<file path="src/rtl/mem_line_controller.sv">
// Line memory initiator: arbitrates I-cache and D-cache line fills, performs an
// optional dirty-victim writeback before a D-cache fill, and models a fixed RAM access latency.
module mem_line_controller #(
    parameter int MEM_LATENCY = 5,
    parameter int ADDR_W      = 26,
    parameter int LINE_W      = 128
) (
    input  logic              clk,
    input  logic              reset,
    input  logic              ic_req,
    input  logic [ADDR_W-1:0] ic_line_addr,
    output logic              ic_ready,
    output logic [LINE_W-1:0] ic_fill_data,
    input  logic              dc_req,
    input  logic [ADDR_W-1:0] dc_line_addr,
    input  logic              dc_wb_valid,
    input  logic [ADDR_W-1:0] dc_wb_addr,
    input  logic [LINE_W-1:0] dc_wb_data,
    output logic              dc_ready,
    output logic [LINE_W-1:0] dc_fill_data,
    output logic [ADDR_W-1:0] mem_rd_addr,
    input  logic [LINE_W-1:0] mem_rd_data,
    output logic [ADDR_W-1:0] mem_wr_addr,
    output logic [LINE_W-1:0] mem_wr_data,
    output logic              mem_wr_en,
    output logic              busy
);

    localparam int CNT_W = (MEM_LATENCY > 1) ? $clog2(MEM_LATENCY) : 1;
    localparam logic [CNT_W-1:0] CNT_LOAD = CNT_W'(MEM_LATENCY - 1);

    typedef enum logic [1:0] {
        S_IDLE = 2'd0,
        S_WB   = 2'd1,
        S_RD   = 2'd2,
        S_DONE = 2'd3
    } state_t;

    state_t            r_state;
    state_t            w_next_state;
    logic [CNT_W-1:0]  r_cnt;
    logic              r_last_grant_dc;
    logic              r_grant_dc;
    logic [ADDR_W-1:0] r_fill_addr;
    logic [ADDR_W-1:0] r_wb_addr;
    logic [LINE_W-1:0] r_wb_data;
    logic [LINE_W-1:0] r_ic_fill;
    logic [LINE_W-1:0] r_dc_fill;

    logic w_any_req;
    logic w_grant_dc;
    logic w_cnt_zero;
    logic w_start_wb;

    // On a tie the requester that was not served last wins.
    assign w_any_req  = ic_req | dc_req;
    assign w_grant_dc = dc_req & (~ic_req | ~r_last_grant_dc);
    assign w_start_wb = w_grant_dc & dc_wb_valid;
    assign w_cnt_zero = (r_cnt == '0);

    always_ff @(posedge clk) begin
        if (reset) begin
            r_state <= S_IDLE;
        end else begin
            r_state <= w_next_state;
        end
    end

    always_comb begin
        w_next_state = r_state;
        case (r_state)
            S_IDLE: begin
                if (w_any_req) begin
                    w_next_state = w_start_wb ? S_WB : S_RD;
                end
            end
            S_WB: begin
                if (w_cnt_zero) begin
                    w_next_state = S_RD;
                end
            end
            S_RD: begin
                if (w_cnt_zero) begin
                    w_next_state = S_DONE;
                end
            end
            S_DONE:  w_next_state = S_IDLE;
            default: w_next_state = S_IDLE;
        endcase
    end

    // Transaction context is latched once at acceptance; later input changes are ignored.
    always_ff @(posedge clk) begin
        if (reset) begin
            r_cnt           <= '0;
            r_last_grant_dc <= 1'b0;
            r_grant_dc      <= 1'b0;
            r_fill_addr     <= '0;
            r_wb_addr       <= '0;
            r_wb_data       <= '0;
            r_ic_fill       <= '0;
            r_dc_fill       <= '0;
        end else begin
            case (r_state)
                S_IDLE: begin
                    if (w_any_req) begin
                        r_grant_dc  <= w_grant_dc;
                        r_fill_addr <= w_grant_dc ? dc_line_addr : ic_line_addr;
                        r_cnt       <= CNT_LOAD;
                        if (w_start_wb) begin
                            r_wb_addr <= dc_wb_addr;
                            r_wb_data <= dc_wb_data;
                        end
                    end
                end
                S_WB: begin
                    r_cnt <= w_cnt_zero ? CNT_LOAD : r_cnt - CNT_W'(1);
                end
                S_RD: begin
                    if (w_cnt_zero) begin
                        if (r_grant_dc) begin
                            r_dc_fill <= mem_rd_data;
                        end else begin
                            r_ic_fill <= mem_rd_data;
                        end
                    end else begin
                        r_cnt <= r_cnt - CNT_W'(1);
                    end
                end
                S_DONE: begin
                    r_last_grant_dc <= r_grant_dc;
                end
                default: begin
                    r_cnt <= '0;
                end
            endcase
        end
    end

    // The write strobe fires only in the last WB cycle, so an aborted writeback never reaches RAM.
    always_comb begin
        mem_rd_addr = '0;
        mem_wr_addr = '0;
        mem_wr_data = '0;
        mem_wr_en   = 1'b0;
        ic_ready    = 1'b0;
        dc_ready    = 1'b0;
        case (r_state)
            S_WB: begin
                mem_wr_addr = r_wb_addr;
                mem_wr_data = r_wb_data;
                mem_wr_en   = w_cnt_zero;
            end
            S_RD: begin
                mem_rd_addr = r_fill_addr;
            end
            S_DONE: begin
                ic_ready = ~r_grant_dc;
                dc_ready = r_grant_dc;
            end
            default: begin
                mem_rd_addr = '0;
            end
        endcase
    end

    assign busy         = (r_state != S_IDLE);
    assign ic_fill_data = r_ic_fill;
    assign dc_fill_data = r_dc_fill;

endmodule

</file>
<file path="config.mk">
export PLATFORM = sky130hd
export DESIGN_NAME = mem_line_controller
export DESIGN_NICKNAME = d
export VERILOG_FILES = /design/src/rtl/mem_line_controller.sv
export SDC_FILE = /design/constraint.sdc
export NUM_CORES = 1
export LEC_CHECK = 0
export CAP_MARGIN = 0
export CORE_AREA = 2 2 306 308
export CTS_CLUSTER_DIAMETER = 200
export CTS_CLUSTER_SIZE = 24
export DETAILED_ROUTE_END_ITERATION = 6
export DIE_AREA = 0 0 308 310
export GPL_ROUTABILITY_DRIVEN = 0
export MAX_ROUTING_LAYER = met4
export PLACE_DENSITY = 0.49
export SLEW_MARGIN = 20
export SYNTH_ARGS = -nofsm -noshare
export SYNTH_HDL_FRONTEND = slang
export SYNTH_SLANG_ARGS = --single-unit
</file>
<file path="constraint.sdc">
create_clock -name clk -period 3.6 [get_ports clk]
set_input_delay 0.72 -clock clk [delete_from_list [all_inputs] [get_ports clk]]
set_output_delay 0.72 -clock clk [all_outputs]
set_load 0.02 [all_outputs]
</file>
After elaboration in Yosys (flattened, before gate mapping)

Index checks and enable logic that the tools add are counted.

Add/subtract/negate cells: 1
Equality and inequality tests: 7
Muxes and demuxes: 16
Bitwise gates (word level): 7
Reduce and logical (&&, ||, !) cells: 10

Operators with widths:

| cell                                              | count |
|---|---|
| 2-to-1 mux 128 bit                                | 1 |
| 2-to-1 mux 26 bit                                 | 3 |
| AND reduction 3 bit                               | 5 |
| 2-to-1 mux 3 bit                                  | 3 |
| case mux 3 bit (3 select lines)                   | 1 |
| 2-to-1 mux 2 bit                                  | 4 |
| != test 2 bit (second input constant)             | 4 |
| case mux 2 bit (4 select lines)                   | 1 |
| == test 2 bit (second input constant)             | 2 |
| zero test 3 bit                                   | 1 |
| 2-to-1 mux 1 bit                                  | 3 |
| NOT 1 bit                                         | 3 |
| nonzero test 3 bit                                | 1 |
| subtractor 3 x 1 -> 3 bit (second input constant) | 1 |
| bitwise AND 1 bit                                 | 2 |
| == test 2 x 1 -> 1 bit (second input constant)    | 1 |
| zero test 2 bit                                   | 1 |
| OR 1 bit                                          | 2 |
| AND reduction 2 bit                               | 1 |
| nonzero test 2 bit                                | 1 |

Bits in registers: 443

Longest topological paths before layout

Gate-level depths: netlist (run 1).

Depth in word-level cells: 7
Gate-level depth with buffers: 8
Mapped depth without buffers: 6

Worst setup path before layout (run 1)

No wires, ideal clock.

Path type: register -> output
Start: register r_state[0]
End: output port mem_rd_addr[10]
Arrival: 1,423 ps
Data required time: 2,880 ps
Setup slack: 1,457 ps
Cell stages (with the launch flop): 6
Buffers on the path: 2
Cell sequence: dfxtp_1 inv_1 ha_1 clkbuf_1 clkbuf_1 and2_1

Cells in the longest elaborated chain, start to end: 2

Ends and longest elaborated chain:

| item                     | RTL line | source |
|---|---|---|
| start: declaration       | 39       | `state_t r_state;` |
| start signal: assignment | 65       | `r_state <= w_next_state;` |
| == test 2 bit            | 148      | `case (r_state)` |
| 2-to-1 mux 26 bit        | 148      |  |
| end: declaration         | 21       | `output logic [ADDR_W-1:0] mem_rd_addr,` |

Every way passes these cells.

Final worst setup path (run 1)

Start: register r_state[1]
End: output port mem_wr_data[4]

Cells in the longest elaborated chain, start to end: 2

Ends and longest elaborated chain:

| item                   | RTL line | source |
|---|---|---|
| == test 2 x 1 -> 1 bit | 148      |  |
| 2-to-1 mux 128 bit     | 148      |  |
| end: declaration       | 24       | `output logic [LINE_W-1:0] mem_wr_data,` |

Every way passes these cells.

==> flow_metrics.tcl, run 1 <==
set metrics [dict create \
    status "finished clean" \
    floorplan.die_area_um2 95480 \
    crit_required_ns 2.88 \
    path_max_fanout 46 \
    p_clk_share_pct 20.4 \
    dp_hpwl_mm 54.20 \
    skew_ns 0.02643 \
    cts.clk_slew.worst_paths_ns 0.11 \
    cts_hold_buf 0 \
    grt_use_total_pct 14.76 \
    overflow 0 \
    wl_per_cell_um 18.19 \
    fin_tns_setup_ns 0 \
    period_needed_ns 3.359 \
    synthArstFlopShare_pct 0 \
    worstSetupPathType "register to output pin" \
    hold_ws_ns 0.4536 \
    final_cells 4054 \
    ys_seq_area_share_pct 52.21 \
    wl_mm 73.76 \
    slew_headroom_pct 24.06 \
    syn_area_um2 16990 \
    max_freq_ghz 0.2977 \
    grt_pass1_wl_mm 104.3 \
    fin_crit_sh_pct 93.31 \
    ir_drop_v 0.0003591 \
    synth_edf_count 0 \
    ys_types 34 \
    pwr-share-seq_pct 42.8 \
    cts_buffers 22 \
    syn_area_per_cell_um2 7.882 \
    avgViaCountPerCell 4.071 \
    leakagePower_nw 9.077 \
    synthFlopType "dfxtp_1" \
    placedCellCount 4019 \
    hold_path_class "register to register" \
    grt_max_degree 88 \
    rows 112 \
    clockRootBuffer "clkbuf_16" \
    setup_violations 0 \
    drcViolationCount 0 \
    switching_share_pct 36.62 \
    ant_nets 0 \
    worst_pin_slew_ns 1.139 \
    placeableCoreArea_um2 92490 \
    clock_sinks 443 \
    h-tree-depth 1 \
    switching_power_w 0.005125 \
    syn_to_final_growth_pct 57.13 \
    nets 3194 \
    n_fill_cell 10010 \
    ys_ff_latch 443 \
    cts_resized 0 \
    antenna_found_initial 13 \
    syn_inst 2155 \
    die_w_um 308 \
    power_frac_comb_pct 36.7 \
    grt_pass1_vias 16040 \
    timing.final.max_slew_violations 0 \
    io_buffer_count 778 \
    critPathLaunchType "register" \
    end_kind "output pin" \
    drv_cap 0 \
    start_util_pct 18.36 \
    syn_nets 2502 \
    cts.path.max_buffers 3 \
    boundaryPins 779 \
    power_density_nw_per_um2 524.4 \
    drt_iter0_drc 973 \
    ys_warn_count 0 \
    critPathArrivalTime_ns 2.64 \
    drive_gt1_share_pct 3.267 \
    internal_power_w 0.008871 \
    vias 16500 \
    cts_tree "built" \
    die_height_um 310 \
    worstSkewPairLatency_ns 0.59 \
    rsz0062_at_grt "false" \
    dr.pass1.iters 5 \
    hold_viol_final 0 \
]
==> through the flow <==
step	cell area, um^2	utilization (%)	power, W	worst slack, ns
finish	26690	28.86	0.01400	0.2409
global route	26680	28.85	0.01488	0.09259
CTS	26640	28.80	0.01424	0.05489
detailed placement	26040	28.16	0.01132	0.7481
global placement	26040	28.16	0.01129	0.7908
floorplan	16990	-	0.008789	1.457
==> synthesized netlist by cell type (4+ instances only) <==
cell | n | area [um^2]
a211oi_1 | 27 | 202.7
nand2_1 | 821 | 3082
and2_1 | 183 | 1145
mux2i_1 | 27 | 270.3
buf_2 | 64 | 320.3
buf_4 | 4 | 30.03
buf_1 | 5 | 18.77
inv_1 | 6 | 22.52
clkbuf_1 | 74 | 277.8
a21oi_1 | 413 | 2067
buf_6 | 22 | 247.7
nor2_1 | 35 | 131.4
dfxtp_1 | 443 | 8869
ha_1 | 8 | 100.1
==> cells in the final DEF (no fill, tap or decap), types with 2 or more instances in the layout <==
cell type / n
buf_12: 15
buf_4: 43
a21oi_1: 413
diode_2: 10
nor2_1: 35
clkdlybuf4s50_1: 777
clkbuf_16: 23
mux2i_1: 27
dfxtp_1: 443
nand2_1: 821
ha_1: 7
nand2b_1: 2
nor4b_1: 2
a41oi_1: 2
inv_1: 6
a211oi_1: 27
and2_1: 182
==> layer usage <==
metal  wire length [um]  track usage, %  up-vias
met5                  0               -        -
met1              29110           16.20     7633
met2              37260           25.97      542
met3               6246           4.529       55
li1                   -               -     8272
met4               1143           3.607        0
==> logic make-up (layout without fill, tap and decap cells) <==
group	Yosys count	count (layout)	share of synthesized area, %
buffers and inverters	175	867	5.400
adders and majority gates	8	8	0.5893
muxes	27	27	1.591
and+or+nand+nor	1052	1052	26.24
DFF	443	443	52.21
AOI/OAI and AO/OA	450	450	13.97
other	0	10	0
==> registers in the layout, summed over array words and instances (netlist names) <==
name	cells
r_fill_addr	26
r_state	2
r_grant_dc	1
r_wb_addr	26
ic_fill_data	128
r_wb_data	128
r_last_grant_dc	1
dc_fill_data	128
r_cnt	3
==> power by group through the flow <==
stage	clock, W	sequential (W)	combinational (W)
after global placement	0	0.00610	0.00519
after global routing	0.00318	0.00608	0.00562
final	0.00286	0.00599	0.00514
after detailed placement	0	0.00612	0.00520
after floorplan	0	0.00647	0.00232
after CTS	0.00303	0.00600	0.00521
==> final cells by class <==
cell class | instances | area [um^2] | area share (%)
Antenna cell | 10 | 25.02 | 0.09376
Clock buffer | 23 | 575.6 | 2.157
Clock inverter | 1 | 16.27 | 0.06095
Inverter | 6 | 22.52 | 0.08439
Multi-Input combinational cell | 1537 | 7239 | 27.13
Sequential cell | 443 | 8869 | 33.23
Tap cell | 1197 | 1498 | 5.612
Timing Repair Buffer | 837 | 8443 | 31.64
==> critical path, stage by stage (launching register included) <==
cell             delay, ns
dfxtp_1               0.36
inv_1                 0.14
ha_4                  0.47
buf_12                0.25
and2_1                0.16
clkdlybuf4s50_1       0.61
==> final timing paths <==
check,from,to,slack [ns],depth (start not counted)
setup reg to reg,r_state[0]$_SDFFE_PP0P_,ic_fill_data[66]$_SDFFE_PP0P_,0.94,8
hold reg to reg,r_wb_addr[6]$_SDFFE_PP0P_,r_wb_addr[6]$_SDFFE_PP0P_,0.45,2
setup / recovery,r_state[1]$_SDFFE_PP0P_,mem_wr_data[4],0.24,5
hold / removal,r_wb_addr[6]$_SDFFE_PP0P_,r_wb_addr[6]$_SDFFE_PP0P_,0.45,2
==> repair_timing <==
action	4_1_cts	5_1_grt
hold endpoints to repair	0	0
setup buffers	0	1
endpoints found under the setup margin	0	28
(Power assumes the default switching activity.)
==> inputs of run 2 (changes only) <==
- CORE_AREA: 2 2 306 308 -> 2 2 300 302
- DIE_AREA: 0 0 308 310 -> 0 0 302 304
- DONT_BUFFER_PORTS: default -> 1
- GPL_ROUTABILITY_DRIVEN: 0 -> default
- PLACE_DENSITY: 0.49 -> 0.39
==> flow_metrics.tcl, run 2 (same netlist as run 1, synthesis figures left out) <==
set metrics [dict create \
    start_util_pct 19.07 \
    drive_gt1_share_pct 3.182 \
    cts_hold_buf 0 \
    hold_viol_final 0 \
    die_w_um 302 \
    grt_pass1_wl_mm 87.57 \
    setup_slack_ns 0.6953 \
    failed_checks "max-slew violations" \
    max_freq_ghz 0.3443 \
    holdCritStartpoint "reset" \
    floorplan.die_area_um2 91810 \
    die_height_um 304 \
    clockRootBuffer "clkbuf_16" \
    period_needed_ns 2.905 \
    grt_max_degree 446 \
    status "finished, violations left" \
    r2r_start "r_state[0]$_SDFFE_PP0P_" \
    fin_crit_sh_pct 80.69 \
    place_ws_ns 1.053 \
    critPathLaunchType "register" \
    drv_cap 0 \
    worst_pin_slew_ns 1.928 \
    setup_violations 0 \
    routed-wl-met2_mm 28.71 \
    skew_ns 0.01511 \
    slew_headroom_pct -28.55 \
    nets 2390 \
    io_buffer_count 0 \
    wl_mm 60.53 \
    dr.pass1.iters 5 \
    placeableCoreArea_um2 89050 \
    fin_tns_setup_ns 0 \
    antenna_found_initial 2 \
    h-tree-depth 1 \
    crit_required_ns 2.88 \
    clock_sinks 443 \
    grt_use_total_pct 12.60 \
    cts_buffers 22 \
    drt_iter0_drc 834 \
    worstSetupPathType "register to output pin" \
    rows 110 \
    met3_length_mm 7.803 \
    power_density_nw_per_um2 663.2 \
    cts_tree "built" \
    end_kind "output pin" \
    dp_hpwl_mm 43.03 \
    vias 13720 \
    final_common_cell "nand2_1" \
    hold_path_class "input port to register" \
    wl_per_cell_um 18.79 \
    dr.max_layer_used "met4" \
    cts.clk_slew.worst_paths_ns 0.10 \
    rsz0062_at_grt "false" \
    ir_drop_v 0.0003727 \
    placedCellCount 3195 \
    cts.path.max_buffers 3 \
    layout_common_cells "821 x nand2_1, 443 x dfxtp_1, 413 x a21oi_1" \
    ant_nets 0 \
    critPathArrivalTime_ns 2.18 \
    overflow 0 \
    boundaryPins 779 \
    timing.final.max_slew_violations 152 \
    avgViaCountPerCell 4.257 \
    postCtsSetupRepairBufs 0 \
    syn_to_final_growth_pct 9.282 \
    drt-met1-wl_mm 22.26 \
    path_max_fanout 34 \
    crit_start "r_state[0]$_SDFFE_PP0P_" \
    place_congestion 0.8206 \
    final_cells 3222 \
    grt_pass1_vias 13690 \
    worstSkewPairLatency_ns 0.58 \
    cts_resized 0 \
    fin_util_pct 20.84 \
    drcViolationCount 0 \
    hold_ws_ns 0.2086 \
    leakagePower_nw 6.080 \
]
-- run 2: cell count changes in the layout (fill, tap and decap cells not counted), sizes merged --
cell / delta
buf: -27
clkdlybuf4s50: -777
diode: -7
-- run 2: worst paths after layout --
check / endpoint / slack [ns] / depth (start not counted)
max reg2reg: dc_fill_data[20]$_SDFFE_PP0P_ / 1.09 / 6
min reg2reg: r_wb_data[17]$_SDFFE_PP0P_ / 0.45 / 2
max: mem_rd_addr[4] / 0.70 / 3
min: dc_fill_data[109]$_SDFFE_PP0P_ / 0.21 / 1
-- run 2: worst max-delay path, stage by stage, from the launching register on --
cell and delay (ns):
dfxtp_1 0.39, inv_1 0.15, ha_2 0.61, and2_1 0.45
-- run 2: report_power, final --
group / internal [W] / switching (W)
logic: 0.000902 / 0.00203
registers: 0.00561 / 0.000963
clock network: 0.00115 / 0.00166
total: 0.00766 / 0.00465
-- run 2: cell type report --
cell class	instances	area, um^2
diodes	3	7.507
flip-flops and latches	443	8869
multi-input cells	1537	7239
inverters	6	22.52
fillers	9915	70490
repair buffers	33	360.3
well taps	1176	1471
clock buffers	23	575.6
clock inverters	1	16.27
-- run 2: metal layers --
layer / vias up / GRT usage, %
met5: - / -
met4: 0 / 3.454
met3: 65 / 5.876
met2: 580 / 21.38
met1: 6417 / 12.99
li1: 6655 / -
-- run 2: through the flow --
step           instance area, um^2  power, W
2_1_floorplan                16990  0.008789
3_3_place_gp                 17960  0.009626
3_5_place_dp                 17960  0.009715
4_1_cts                      18550   0.01258
5_1_grt                      18560   0.01312
6_report                     18560   0.01231
